`src/rtl/shared_bus_arbiter.sv`:
```
// Round-robin arbiter that merges NUM_CH valid/ready sources onto one registered bus
// stage, steering each beat to the sink named by its destination field.
module shared_bus_arbiter #(
  parameter  int DATA_W = 8,
  parameter  int NUM_CH = 4,
  localparam int ID_W   = (NUM_CH > 1) ? $clog2(NUM_CH) : 1
) (
  input  logic                     clk,
  input  logic                     rst_n,
  input  logic [NUM_CH-1:0]        src_valid,
  input  logic [NUM_CH*DATA_W-1:0] src_data,
  input  logic [NUM_CH*ID_W-1:0]   src_dest,
  output logic [NUM_CH-1:0]        src_ready,
  output logic [NUM_CH-1:0]        dst_valid,
  output logic [DATA_W-1:0]        dst_data,
  output logic [ID_W-1:0]          dst_src,
  input  logic [NUM_CH-1:0]        dst_ready,
  output logic [NUM_CH-1:0]        bus_grant,
  output logic                     err_drop
);

  localparam int unsigned NCH = NUM_CH;

  typedef enum logic {ST_EMPTY, ST_FULL} stage_t;

  stage_t              state_q, state_d;
  logic [DATA_W-1:0]   data_q;
  logic [ID_W-1:0]     dest_q;
  logic [ID_W-1:0]     src_q;
  logic [ID_W-1:0]     ptr_q;
  logic [NUM_CH-1:0]   grant_q;
  logic                err_q;

  logic [2*NUM_CH-1:0] req_rot;
  logic                found;
  logic [ID_W-1:0]     win;
  logic [ID_W-1:0]     win_next;
  int unsigned         sum;
  logic                pop;
  logic                load;
  logic                accept;
  logic [DATA_W-1:0]   sel_data;
  logic [ID_W-1:0]     sel_dest;
  logic                dest_ok;

  always_comb begin
    dst_valid = '0;
    for (int unsigned d = 0; d < NCH; d++) begin
      if (state_q == ST_FULL && dest_q == ID_W'(d)) dst_valid[d] = 1'b1;
    end
  end

  // Pop is taken from the addressed sink only, so load frees the stage in the same cycle.
  assign pop  = |(dst_valid & dst_ready);
  assign load = (state_q == ST_EMPTY) | pop;

  always_comb begin
    req_rot = {src_valid, src_valid} >> ptr_q;
    found   = 1'b0;
    win     = '0;
    sum     = 0;
    for (int unsigned k = 0; k < NCH; k++) begin
      if (!found && req_rot[k]) begin
        found = 1'b1;
        sum   = 32'(ptr_q) + k;
        if (sum >= NCH) sum = sum - NCH;
        win   = ID_W'(sum);
      end
    end
  end

  assign accept   = load & found;
  assign win_next = (win == ID_W'(NCH - 1)) ? '0 : win + ID_W'(1);

  always_comb begin
    src_ready = '0;
    sel_data  = '0;
    sel_dest  = '0;
    for (int unsigned i = 0; i < NCH; i++) begin
      if (win == ID_W'(i)) begin
        src_ready[i] = accept;
        sel_data     = src_data[i*DATA_W +: DATA_W];
        sel_dest     = src_dest[i*ID_W +: ID_W];
      end
    end
  end

  assign dest_ok = (32'(sel_dest) < NCH);

  always_comb begin
    state_d = state_q;
    if (accept) begin
      state_d = dest_ok ? ST_FULL : ST_EMPTY;
    end else if (pop) begin
      state_d = ST_EMPTY;
    end
  end

  // A beat with an out-of-range destination is consumed but never enters the stage.
  always_ff @(posedge clk or negedge rst_n) begin
    if (!rst_n) begin
      state_q <= ST_EMPTY;
      data_q  <= '0;
      dest_q  <= '0;
      src_q   <= '0;
      ptr_q   <= '0;
      grant_q <= '0;
      err_q   <= 1'b0;
    end else begin
      state_q <= state_d;
      err_q   <= accept & ~dest_ok;
      if (accept) begin
        grant_q <= src_ready;
        ptr_q   <= win_next;
        if (dest_ok) begin
          data_q <= sel_data;
          dest_q <= sel_dest;
          src_q  <= win;
        end
      end
    end
  end

  assign dst_data  = data_q;
  assign dst_src   = src_q;
  assign bus_grant = grant_q;
  assign err_drop  = err_q;

endmodule
```
`config.mk`:
```
export PLATFORM = sky130hd
export DESIGN_NAME = shared_bus_arbiter
export DESIGN_NICKNAME = d
export VERILOG_FILES = /design/src/rtl/shared_bus_arbiter.sv
export SDC_FILE = /design/constraint.sdc
export NUM_CORES = 1
export LEC_CHECK = 0
export BUFFER_PORTS_ARGS = -buffer_cell sky130_fd_sc_hd__buf_4
export CELL_PAD_IN_SITES_DETAIL_PLACEMENT = 0
export CELL_PAD_IN_SITES_GLOBAL_PLACEMENT = 1
export CORE_MARGIN = 2
export CORE_UTILIZATION = 34
export CTS_CLUSTER_DIAMETER = 120
export CTS_CLUSTER_SIZE = 24
export DETAILED_ROUTE_END_ITERATION = 16
export GPL_ROUTABILITY_DRIVEN = 0
export PLACE_DENSITY_LB_ADDON = 0.1
export SLEW_MARGIN = 10
export SYNTH_ARGS = -nofsm -noshare
export SYNTH_HDL_FRONTEND = slang
export SYNTH_SLANG_ARGS = --single-unit
export TNS_END_PERCENT = 50
```
`constraint.sdc`:
```
create_clock -name clk -period 5.8 [get_ports clk]
set_input_delay 1.16 -clock clk [delete_from_list [all_inputs] [get_ports clk]]
set_output_delay 1.16 -clock clk [all_outputs]
set_load 0.005 [all_outputs]
```
After elaboration in Yosys (flattened, before gate mapping). Index checks and enable logic that the tools add are counted.

Output and inout bits: 23. Input port bits: 50. Register bits: 19.

Equal/unequal tests: 6. Mux-type cells: 31. Bitwise operators: 4. Reductions and logical operators: 14. Add/subtract/negate cells: 8. Shift-type cells: 1. Magnitude comparators: 4.

Operator list (count): $mux W8 (4); $mux W2 (13); $mux W1 (14); $ge A3 B3 Y1 const B (3); $eq A2 B2 Y1 const B (4); $shr A8 B2 Y4 (1); $sub A2 B1 Y2 const B (4); $logic_and A1 B1 Y1 (7); $add A2 B2 Y3 const B (2); $and A4 B4 Y4 (1); $eq A2 B1 Y1 const B (2); $logic_not A2 Y1 (2); $reduce_or A4 Y1 (1); $add A2 B1 Y3 const B (1); $ge A2 B3 Y1 const B (1); $logic_not A1 Y1 (3); $add A2 B1 Y2 const B (1); $reduce_bool A2 Y1 (1); $and A1 B1 Y1 (1); $not A1 Y1 (1); $or A1 B1 Y1 (1).

Logic depth before layout (Yosys ltp). Gate-level depths: netlist of run 1.

Depth in word-level cells: 16. Depth in mapped cells: 10.

Least setup slack after synthesis of run 1. OpenSTA, ideal clock, no wires.

Path kind: input port to output port. Start: input port src_valid[2]. End: output port src_ready[1]. Path slack: 2.207 ns. Buffers on the path: 1. Data required time: 4.640 ns. Arrival: 2.433 ns. Stages: 6. Cell sequence: nand2b_1 > a21oi_1 > a221oi_1 > ha_1 > clkbuf_1 > and2_2.

Longest elaborated chain between the ends: 13. Elaborated cells on any way between the ends: 18. Classes of those cells: 1 x eq/ne; 1 x shift; 9 x mux; 1 x bitwise; 6 x reduce/logical.

RTL lines: start, declared (RTL line 10) `input logic [NUM_CH-1:0] src_valid,`; $shr A8 B2 Y4 (*) (RTL line 58) `req_rot = {src_valid, src_valid} >> ptr_q;`; $mux W1 (RTL line 63) `if (!found && req_rot[k]) begin`; $logic_not A1 Y1 (RTL line 63); $logic_and A1 B1 Y1 (RTL line 63); $mux W1 (RTL line 63); $logic_not A1 Y1 (RTL line 63); $logic_and A1 B1 Y1 (RTL line 63); $mux W1 (RTL line 63); $logic_not A1 Y1 (RTL line 63); $logic_and A1 B1 Y1 (RTL line 63); $mux W2 (*) (RTL line 63); named net win[0] (RTL line 36) `logic [ID_W-1:0] win;`; $eq A2 B1 Y1 (*) (RTL line 80) `if (win == ID_W'(i)) begin`; $mux W1 (*) (RTL line 80); end, declared (RTL line 13) `output logic [NUM_CH-1:0] src_ready,`.

The timed path passes the listed nets; every way through them passes the cells marked *.

Worst setup path after layout of run 1.
Start: input port src_valid[2]. End: output port src_ready[3].

Longest elaborated chain between the ends: 13. Elaborated cells on any way between the ends: 18. Classes of those cells: 1 x eq/ne; 1 x shift; 9 x mux; 1 x bitwise; 6 x reduce/logical.

RTL lines (RTL line): $shr A8 B2 Y4 (*) (58); $mux W1 (63); $logic_not A1 Y1 (63); $logic_and A1 B1 Y1 (63); $mux W1 (63); $logic_not A1 Y1 (63); $logic_and A1 B1 Y1 (63); $mux W1 (63); $logic_not A1 Y1 (63); $logic_and A1 B1 Y1 (63); $mux W2 (*) (63); named net win[0] (36); $eq A2 B2 Y1 (*) (80); $mux W1 (*) (80).

Marked as above.

==> key figures, run 1 <==
Synth
  • Synth top area cells: dfrtp_1 36%, a221o_1 6.8%, a21oi_2 6.6%, a22oi_1 6.2%, a21oi_1 4.9%
  • Synth Instances: 135
  • Ys async rst share: 1.000
  • Flops & latches, synth: 19
  • Yosys cell types: 32
  • Sequential area share after synthesis: 0.3571
  • Post-Syn Area: 1331 um^2
  • Post-synth top cells: 19 x dfrtp_1, 14 x nor2_1, 13 x a21oi_1, 12 x inv_1, 11 x a22oi_1
  • Synth Flop Type: dfrtp_1
  • Yosys warning total: 0
  • Post-synth top area share: 0.3571
  • Post-synth EDFFs: 0
  • Post-Syn Area per Cell: 9.861 um^2
  • Most common cell in the netlist: dfrtp_1
  • Syn_nets: 189
  • Cell taking the most area after synthesis: dfrtp_1

Clock tree
  • Clk Latency, worst-skew pair: 0.25 ns
  • Buffer depth of the longest clock path: 2
  • Setup bufs post-CTS: 0
  • CTS tree: done
  • Root buffer cell: clkbuf_8
  • Clk sinks: 19
  • CTS Buf Count: 3
  • # resized after CTS: 0
  • Hold_buf cts: 0
  • Clock slew at reported path FFs: 0.07 ns
  • H-Tree Depth: 1

Critical path
  • Worst r2r src: ptr_q[1]
  • Crit path kind: in -> out
  • Worst-case reg-to-reg path depth: 7
  • Flop-to-flop setup slack: 2.98 ns
  • Crit path top cell by count: buf_4
  • Crit end category: output port
  • CP max stage cell: ha_1
  • Reg2reg end: dst_data[1]
  • Crit-path cells: buf_4, nand2b_1, a21oi_1, a221oi_1, ha_1, and2_2, buf_4
  • Critical Path Max Stage Delay: 0.74 ns
  • Crit path max fanout: 22
  • Worst Setup Start Kind: input pin
  • Worst EP required: 4.64 ns
  • Worst path arrival time: 3.08 ns

STA
  • Post-route clock period utilization: 0.7302
  • Max frequency: 236.1 MHz
  • Fin crit period: 4.235 ns
  • Worst-Margin Slew: 0.7397 ns
  • Post-route setup TNS: 0 ns
  • Max-slew violations: 0
  • Worst clock skew: 0.007847 ns
  • Relative slew slack: 0.5069
  • Unrepaired setup endpoints after global routing: no
  • Final Hold Fails: 0
  • Final setup viols: 0
  • Worst hold margin: 0.5020 ns

Layout
  • # nets final: 255
  • Antenna cells: 0
  • Fraction of layout cells with a size suffix above 1: 0.5000
  • Layout area overhead: 42.01%

Global route
  • Total grt overflow: 0
  • Global-route wire length before repair: 5119 um
  • Vias in the first global route: 1124
  • Initial antenna violation count: 0
  • Largest net degree at the start of global routing: 34
  • Total GRT Usage: 0.1469

Power
  • Gate power share: 0.636
  • Sw power: 0.3600 mW
  • Static leakage: 0.9372 nW
  • Worst VDD drop: 184.1 uV
  • Clock Power Share: 0.098
  • Register share of total power: 0.266
  • PwrDens: 484.8 nW/um^2
  • Sw frac: 0.3927
  • Cell Int Power: 0.5566 mW

Detailed routing
  • Total iterations of the first detailed-routing run: 4
  • Final wirelength: 3182 um
  • Vias: 1184
  • Post-DRT Antenna Nets: 0
  • Initial DRC count: 40
  • Wire per inst: 12.83 um
  • Residual DRC count: 0
  • Via density per instance: 4.774

Hold path
  • HP Class: reg -> reg
  • Worst Hold End: bus_grant[0]
  • Hold Path Depth: 1
  • Hold Crit Start: bus_grant[0]

Placement
  • Post-DP HPWL: 2596 um
  • # port buffers: 71

Run
  • Max cap viols: 0

Die
  • Core ar.: 3716 um^2
  • Initial Util: 0.3582
  • Die height: 66.58 um
  • Die area: 4432 um^2
  • Chip Width: 66.58 um
  • Ports: 73
  • Row count: 22

Status
  • Status: complete, no violations
[critical path: cells and delay by family]
kind                     cells  cell delay, ns
AND/OR/NAND/NOR              2            0.34
buffers and inverters        2            0.23
AO/OA/AOI/OAI                2            0.61
adder cells (fa/ha/maj)      1            0.74
[power groups by stage]
| stage | Sequential, mW | Clock [mW] | Combinational [mW] |
|---|---|---|---|
| after floorplan | 0.238 | 0 | 0.435 |
| after global placement | 0.245 | 0 | 0.577 |
| after detailed placement | 0.247 | 0 | 0.589 |
| after CTS | 0.245 | 0.0922 | 0.591 |
| after global routing | 0.254 | 0.0965 | 0.650 |
| final | 0.244 | 0.0895 | 0.583 |
[cell usage in the layout, fill, tap and decap left out, drive strengths merged, types with 2 or more instances in the layout]
master	n
nor2b	3
a22oi	11
mux2	7
buf	72
ha	4
mux2i	3
dfrtp	19
inv	12
nand2	2
clkbuf	3
nor2	14
a221oi	2
and2	6
a21oi	23
a221o	9
and2b	2
[stage by stage]
| stage | total power, mW | instances | area (um^2) | worst slack (ns) | utilization |
|---|---|---|---|---|---|
| 6_report | 0.9166 | 248 | 1891 | 1.565 | 0.5088 |
| 5_1_grt | 1.000 | 248 | 1891 | 1.311 | 0.5088 |
| 4_1_cts | 0.9283 | 248 | 1891 | 1.570 | 0.5088 |
| 3_5_place_dp | 0.8359 | 244 | 1844 | 1.566 | 0.4963 |
| 3_3_place_gp | 0.8222 | 244 | 1844 | 1.657 | 0.4963 |
| 2_1_floorplan | 0.6732 | 135 | 1331 | 2.207 | - |
[flip-flops by register name (all words and copies together), names as in the netlist]
register and flops:
bus_grant 4, dest_q 2, dst_data 8, dst_src 2, ptr_q 2, state_q 1
[layer usage]
| metal | vias to the layer above | wire length [um] | GRT usage |
|---|---|---|---|
| li1 | 610 | - | - |
| met1 | 525 | 1535 | 0.2099 |
| met2 | 47 | 1393 | 0.2313 |
| met3 | 2 | 225 | 0.02196 |
| met4 | 0 | 27 | 0.03827 |
| met5 | - | 0 | 0 |
[layout make-up]
class	count	area, um^2
fill	369	1826
multi-input combinational	93	723.2
timing repair buffer	72	540.5
sequential	19	475.5
tap	48	60.06
inverter	12	45.04
clock buffer	3	41.29
clock inverter	1	5.005
[how the worst max path moves through the flow]
| stage | from | to | slack, ns | cells past startpoint |
|---|---|---|---|---|
| after global placement | src_valid[2] | src_ready[3] | 1.66 | 7 |
| after global routing | src_valid[2] | src_ready[3] | 1.31 | 7 |
| after CTS | src_valid[2] | src_ready[3] | 1.57 | 7 |
| final | src_valid[2] | src_ready[3] | 1.56 | 7 |
| after floorplan | src_valid[2] | src_ready[1] | 2.21 | 6 |
| after detailed placement | src_valid[2] | src_ready[3] | 1.57 | 7 |
[logic make-up after synthesis]
logic type / share of synthesized area
other cells: 0.002817
flops: 0.3571
mux: 0.09304
simple gates: 0.1288
compound gates: 0.2810
fa+ha+maj: 0.03760
buf+inv: 0.09962
No activity file was read; power rests on OpenSTA's default activity.
==> inputs of run 2 (changes only) <==
--- a/config.mk
+++ b/config.mk
@@ -9,7 +9,7 @@
 export CELL_PAD_IN_SITES_DETAIL_PLACEMENT = 0
 export CELL_PAD_IN_SITES_GLOBAL_PLACEMENT = 1
 export CORE_MARGIN = 2
-export CORE_UTILIZATION = 34
+export CORE_UTILIZATION = 32
 export CTS_CLUSTER_DIAMETER = 120
 export CTS_CLUSTER_SIZE = 24
 export DETAILED_ROUTE_END_ITERATION = 16
==> constraint.sdc (replaced) <==
create_clock -name clk -period 4.1 [get_ports clk]
set_input_delay 0.82 -clock clk [delete_from_list [all_inputs] [get_ports clk]]
set_output_delay 0.82 -clock clk [all_outputs]
set_load 0.005 [all_outputs]
==> run 2 against run 1 <==
Compared with the run above:
- sequential share of layout area down 0.13 points
- via count down 0.51%
- critical path depth up 1
- critical endpoint is now src_ready[2]
- largest power group unchanged
==> key figures, run 2 (same netlist as run 1, synthesis figures left out) <==
Critical path
  • Crit path kind: in -> out (unchanged)
  • CP Launch Point: src_valid[2] (unchanged)
  • Crit-path cells: buf_4, nand2b_1, a21oi_1, a221oi_1, inv_1, ha_1, and2_2, buf_4 (was buf_4, nand2b_1, a21oi_1, a221oi_1, ha_1, and2_2, buf_4)
  • Worst Setup Start Kind: input pin (unchanged)
  • Top delay family on crit path: compound AO/OA/AOI/OAI gates (was adder cells)
  • Critical Path Max Stage Delay: 0.52 ns (was 0.74 ns)
  • Worst-case reg-to-reg path depth: 7 (unchanged)
  • Worst path arrival time: 2.64 ns (was 3.08 ns)
  • CP max stage cell: a221oi_1 (was ha_1)
  • Crit path top cell by count: buf_4 (unchanged)
  • Crit path max fanout: 22 (unchanged)
  • Reg2reg end: dst_data[1] (unchanged)
  • Crit end category: output port (unchanged)
  • Worst r2r src: ptr_q[1] (unchanged)
  • Buf/Inv on CP: 3 (was 2)
  • Flop-to-flop setup slack: 1.30 ns (was 2.98 ns)
  • Critical Path Stages: 8 (was 7)
  • Worst EP required: 3.28 ns (was 4.64 ns)

Hold path
  • HP Class: in -> async (was reg -> reg)

STA
  • Final Hold Fails: 0 (unchanged)
  • Max frequency: 289.4 MHz
  • Worst-Margin Slew: 0.7246 ns (was 0.7397 ns)
  • Worst clock skew: 0.005610 ns (was 0.007847 ns)
  • Relative slew slack: 0.5169 (was 0.5069)
  • Post-route clock period utilization: 0.8427
  • Final setup viols: 0 (unchanged)
  • Fin worst setup slack: 0.6448 ns (was 1.565 ns)
  • Worst hold margin: 0.4209 ns (was 0.5020 ns)
  • Unrepaired setup endpoints after global routing: no (unchanged)
  • Post-route setup TNS: 0 ns (unchanged)
  • Max-slew violations: 0 (unchanged)
  • Fin crit period: 3.455 ns

Global route
  • Global-route wire length before repair: 4809 um (was 5119 um)
  • Vias in the first global route: 1082 (was 1124)
  • Total grt overflow: 0 (unchanged)
  • Initial antenna violation count: 0 (unchanged)
  • Total GRT Usage: 0.1367 (was 0.1469)
  • Largest net degree at the start of global routing: 25 (was 34)

Power
  • Worst VDD drop: 242.9 uV (was 184.1 uV)
  • Static leakage: 0.9424 nW (was 0.9372 nW)
  • PwrDens: 684.9 nW/um^2 (was 484.8 nW/um^2)
  • Tot Pwr: 1.302 mW (was 0.9166 mW)

Layout
  • Largest register FFs: 8 (unchanged)
  • Non-Filler Cell Area, Final: 1901 um^2 (was 1891 um^2)
  • Layout Utilization: 0.4751 (was 0.5088)
  • Post-Layout Cell Count: 251 (was 248)
  • # nets final: 256 (was 255)
  • Most frequent cells in the layout: 73 x buf_4, 19 x dfrtp_1, 14 x nor2_1 (was 72 x buf_4, 19 x dfrtp_1, 14 x nor2_1)
  • Fraction of layout cells with a size suffix above 1: 0.5025 (was 0.5000)
  • Antenna cells: 0 (unchanged)
  • Leading cell type in the layout, fill and taps excluded: buf_4 (unchanged)
  • Layout area overhead: 42.76% (was 42.01%)

Clock tree
  • Clk sinks: 19 (unchanged)
  • Clk Latency, worst-skew pair: 0.25 ns (about the same)
  • # resized after CTS: 0 (unchanged)
  • H-Tree Depth: 1 (unchanged)
  • Hold_buf cts: 0 (unchanged)
  • Setup bufs post-CTS: 0 (unchanged)
  • CTS Buf Count: 3 (unchanged)
  • Clock slew at reported path FFs: 0.08 ns (was 0.07 ns)
  • Root buffer cell: clkbuf_8 (unchanged)
  • Buffer depth of the longest clock path: 2 (unchanged)
  • CTS tree: done (unchanged)

Placement
  • Post-Place Setup Slack: 0.6473 ns (was 1.566 ns)
  • Post-DP HPWL: 2609 um (was 2596 um)
  • Cells after DPL: 247 (was 244)
  • Post-DP Area: 1854 um^2 (was 1844 um^2)
  • # port buffers: 71 (unchanged)

Die
  • Chip Width: 68.50 um (was 66.58 um)
  • Initial Util: 0.3328 (was 0.3582)
  • Ports: 73 (unchanged)
  • Row count: 23 (was 22)
  • Core ar.: 4000 um^2 (was 3716 um^2)
  • Die height: 68.50 um (was 66.58 um)
  • Die area: 4692 um^2 (was 4432 um^2)

Detailed routing
  • Vias: 1178 (was 1184)
  • Residual DRC count: 0 (unchanged)
  • Wire per inst: 12.63 um (was 12.83 um)
  • Initial DRC count: 32 (was 40)
  • Final wirelength: 3169 um (was 3182 um)
  • Post-DRT Antenna Nets: 0 (unchanged)
  • Total iterations of the first detailed-routing run: 4 (unchanged)
  • Via density per instance: 4.693 (was 4.774)

Status
  • Status: complete, no violations (unchanged)

Run
  • Max cap viols: 0 (unchanged)
## run 2: changes by cell type in the layout (fill, tap and decap cells not counted), sizes merged
cell	before	now
buf	72	73
## run 2: worst max-delay path by stage
stage | end
after detailed placement | src_ready[2]
after global routing | src_ready[2]
after CTS | src_ready[2]
final | src_ready[2]
after floorplan | src_ready[1]
after global placement | src_ready[2]
## run 2: area by class of cell
cell class / instances / area (um^2)
multi-input cells: 93 / 723.2
well taps: 50 / 62.56
clock inverters: 1 / 5.005
clock buffers: 3 / 41.29
inverters: 12 / 45.04
flip-flops and latches: 19 / 475.5
fillers: 385 / 2100
repair buffers: 73 / 548.0
## run 2: worst reg2reg max path, stage by stage, from the launching register on
cell	delay (ns)
dfrtp_1	0.44
nor2b_1	0.17
a221oi_1	0.60
ha_1	0.55
nor2b_1	0.24
a221o_1	0.35
a22oi_1	0.25
a21oi_2	0.09
## run 2: metal layers
metal / global-route usage / vias to the layer above / part of all wire / wire [um]
li1: - / 609 / - / -
met1: 0.1862 / 524 / 0.47 / 1480
met2: 0.2139 / 43 / 0.46 / 1442
met3: 0.03084 / 2 / 0.069 / 219
met4: 0.04500 / 0 / 0.0085 / 27
met5: 0 / - / 0 / 0
## run 2: power breakdown
group / switching (mW) / internal [mW]
combinational: 0.382 / 0.442
clock: 0.0633 / 0.0675
sequential: 0.0665 / 0.280
==> inputs of run 3 (changes only) <==
--- a/config.mk
+++ b/config.mk
@@ -9,7 +9,7 @@
 export CELL_PAD_IN_SITES_DETAIL_PLACEMENT = 0
 export CELL_PAD_IN_SITES_GLOBAL_PLACEMENT = 1
 export CORE_MARGIN = 2
-export CORE_UTILIZATION = 32
+export CORE_UTILIZATION = 29
 export CTS_CLUSTER_DIAMETER = 120
 export CTS_CLUSTER_SIZE = 24
 export DETAILED_ROUTE_END_ITERATION = 16
==> constraint.sdc (replaced) <==
create_clock -name clk -period 3.05 [get_ports clk]
set_input_delay 0.61 -clock clk [delete_from_list [all_inputs] [get_ports clk]]
set_output_delay 0.61 -clock clk [all_outputs]
set_load 0.005 [all_outputs]
==> run 3 against run 2 <==
Compared with the run above:
- worst setup slack lost 0.23 ns
- clock power grew 31%
- first-iteration DRC count grew 25%
- sequential power grew 35%
- register-to-register slack lost 0.71 ns
- critical path type is now reg -> out
- largest cell class unchanged
- highest routed layer unchanged
==> key figures, run 3 (same netlist as run 1, synthesis figures left out) <==
Layout
  • Layout area overhead: 45.11% (was 42.76%)
  • Fraction of layout cells with a size suffix above 1: 0.5073 (was 0.5025)
  • Leading cell type in the layout, fill and taps excluded: buf_4 (unchanged)
  • Antenna cells: 0 (unchanged)
  • Most frequent cells in the layout: 77 x buf_4, 19 x dfrtp_1, 14 x nor2_1 (was 73 x buf_4, 19 x dfrtp_1, 14 x nor2_1)
  • Largest register FFs: 8 (unchanged)
  • # nets final: 260 (was 256)
  • Post-Layout Cell Count: 257 (was 251)

Detailed routing
  • Wire per inst: 14.22 um (was 12.63 um)
  • Final wirelength: 3654 um (was 3169 um)
  • Total iterations of the first detailed-routing run: 4 (unchanged)
  • Residual DRC count: 0 (unchanged)
  • Initial DRC count: 40 (was 32)
  • Post-DRT Antenna Nets: 0 (unchanged)
  • Via density per instance: 4.875 (was 4.693)
  • Vias: 1253 (was 1178)

Clock tree
  • H-Tree Depth: 1 (unchanged)
  • # resized after CTS: 0 (unchanged)
  • Setup bufs post-CTS: 0 (unchanged)
  • Clk sinks: 19 (unchanged)
  • Hold_buf cts: 0 (unchanged)
  • Root buffer cell: clkbuf_8 (unchanged)
  • CTS Buf Count: 3 (unchanged)
  • Buffer depth of the longest clock path: 2 (unchanged)
  • Clk Latency, worst-skew pair: 0.25 ns (about the same)
  • CTS tree: done (unchanged)
  • Clock slew at reported path FFs: 0.07 ns (was 0.08 ns)

STA
  • Max-slew violations: 0 (unchanged)
  • Final Hold Fails: 0 (unchanged)
  • Worst clock skew: 0.002659 ns (was 0.005610 ns)
  • Fin crit period: 2.638 ns
  • Max frequency: 379.1 MHz
  • Unrepaired setup endpoints after global routing: no (unchanged)
  • Post-route clock period utilization: 0.8649
  • Fin worst setup slack: 0.4120 ns (was 0.6448 ns)
  • Worst-Margin Slew: 0.7969 ns (was 0.7246 ns)
  • Post-route setup TNS: 0 ns (unchanged)
  • Final setup viols: 0 (unchanged)
  • Worst hold margin: 0.2269 ns (was 0.4209 ns)
  • Relative slew slack: 0.4688 (was 0.5169)

Critical path
  • Worst path arrival time: 2.03 ns (was 2.64 ns)
  • Crit-path cells: mux2i_2, a221oi_4, and2_2, buf_4 (was buf_4, nand2b_1, a21oi_1, a221oi_1, inv_1, ha_1, and2_2, buf_4)
  • Worst EP required: 2.44 ns (was 3.28 ns)
  • Crit path kind: reg -> out (was in -> out)
  • Crit end category: output port (unchanged)
  • Worst Setup Start Kind: flop (was input pin)
  • Critical Path Max Stage Delay: 0.73 ns (was 0.52 ns)
  • Crit path max fanout: 17 (was 22)
  • CP max stage cell: a221oi_4 (was a221oi_1)

Placement
  • # port buffers: 71 (unchanged)
  • Cells after DPL: 253 (was 247)
  • Post-Place Setup Slack: 0.3950 ns (was 0.6473 ns)
  • Post-DP HPWL: 2925 um (was 2609 um)

Power
  • Sw frac: 0.3941 (was 0.3934)
  • Sw power: 0.7075 mW (was 0.5121 mW)
  • Clock Power Share: 0.096 (was 0.100)
  • Static leakage: 0.9599 nW (was 0.9424 nW)
  • Gate power share: 0.642 (was 0.633)
  • PwrDens: 929.3 nW/um^2 (was 684.9 nW/um^2)
  • Tot Pwr: 1.795 mW (was 1.302 mW)
  • Cell Int Power: 1.088 mW (was 0.7897 mW)
  • Worst VDD drop: 318.0 uV (was 242.9 uV)
  • Register share of total power: 0.262 (was 0.267)

Global route
  • Global-route wire length before repair: 5623 um (was 4809 um)
  • Total grt overflow: 0 (unchanged)
  • Initial antenna violation count: 0 (unchanged)
  • Total GRT Usage: 0.1399 (was 0.1367)
  • Vias in the first global route: 1257 (was 1082)
  • Largest net degree at the start of global routing: 22 (was 25)

Die
  • Die height: 71.76 um (was 68.50 um)
  • Row count: 24 (was 23)
  • Die area: 5149 um^2 (was 4692 um^2)
  • Ports: 73 (unchanged)
  • Initial Util: 0.3037 (was 0.3328)
  • Chip Width: 71.76 um (was 68.50 um)
  • Core ar.: 4384 um^2 (was 4000 um^2)

Run
  • Max cap viols: 0 (unchanged)

Status
  • Status: complete, no violations (unchanged)

Hold path
  • HP Class: in -> async (unchanged)
==> run 3: layout make-up <==
type | instances | area (um^2)
clock buffer | 4 | 45.04
fill | 452 | 2452
inverter | 12 | 45.04
multi-input combinational | 93 | 723.2
sequential | 19 | 475.5
tap | 52 | 65.06
timing repair buffer | 77 | 578.1
==> run 3: worst paths after layout <==
path	slack, ns	end	cells past startpoint	start
min in group clk	0.51	bus_grant[0]	1	bus_grant[0]
worst max-delay path	0.41	src_ready[1]	4	dest_q[1]
worst min-delay path	0.23	dest_q[0]	1	rst_n
worst max register to register	0.59	dst_data[1]	10	ptr_q[1]
worst min register to register	0.51	bus_grant[0]	1	bus_grant[0]
max in group asynchronous	2.62	dst_data[6]	1	rst_n
==> run 3: layer usage <==
layer	wire, um	global-route usage	share of wire	vias to the layer above
met2	1837	0.2377	0.50	46
li1	-	-	-	624
met1	1563	0.1809	0.43	581
met5	0	0	0	-
met4	34	0.04403	0.0093	0
met3	219	0.02391	0.060	2
==> run 3: through the flow <==
step	area [um^2]	utilization
3_5_place_dp	1887	0.4304
4_1_cts	1932	0.4406
2_1_floorplan	1331	-
3_3_place_gp	1887	0.4304
6_report	1932	0.4406
5_1_grt	1932	0.4406
==> run 3: power by group through the flow <==
stage / sequential [mW] / combinational, mW / clock, mW
finish: 0.470 / 1.15 / 0.172
global route: 0.490 / 1.27 / 0.195
CTS: 0.473 / 1.17 / 0.184
detailed placement: 0.478 / 1.17 / 0
global placement: 0.471 / 1.15 / 0
floorplan: 0.453 / 0.828 / 0
==> run 3: critical path: cells and delay by family (launching register included) <==
kind / cells / cell delay (ns)
AO/OA/AOI/OAI: 1 / 0.73
buffers and inverters: 1 / 0.10
flip-flops: 1 / 0.46
multiplexers: 1 / 0.21
AND/OR/NAND/NOR: 1 / 0.27
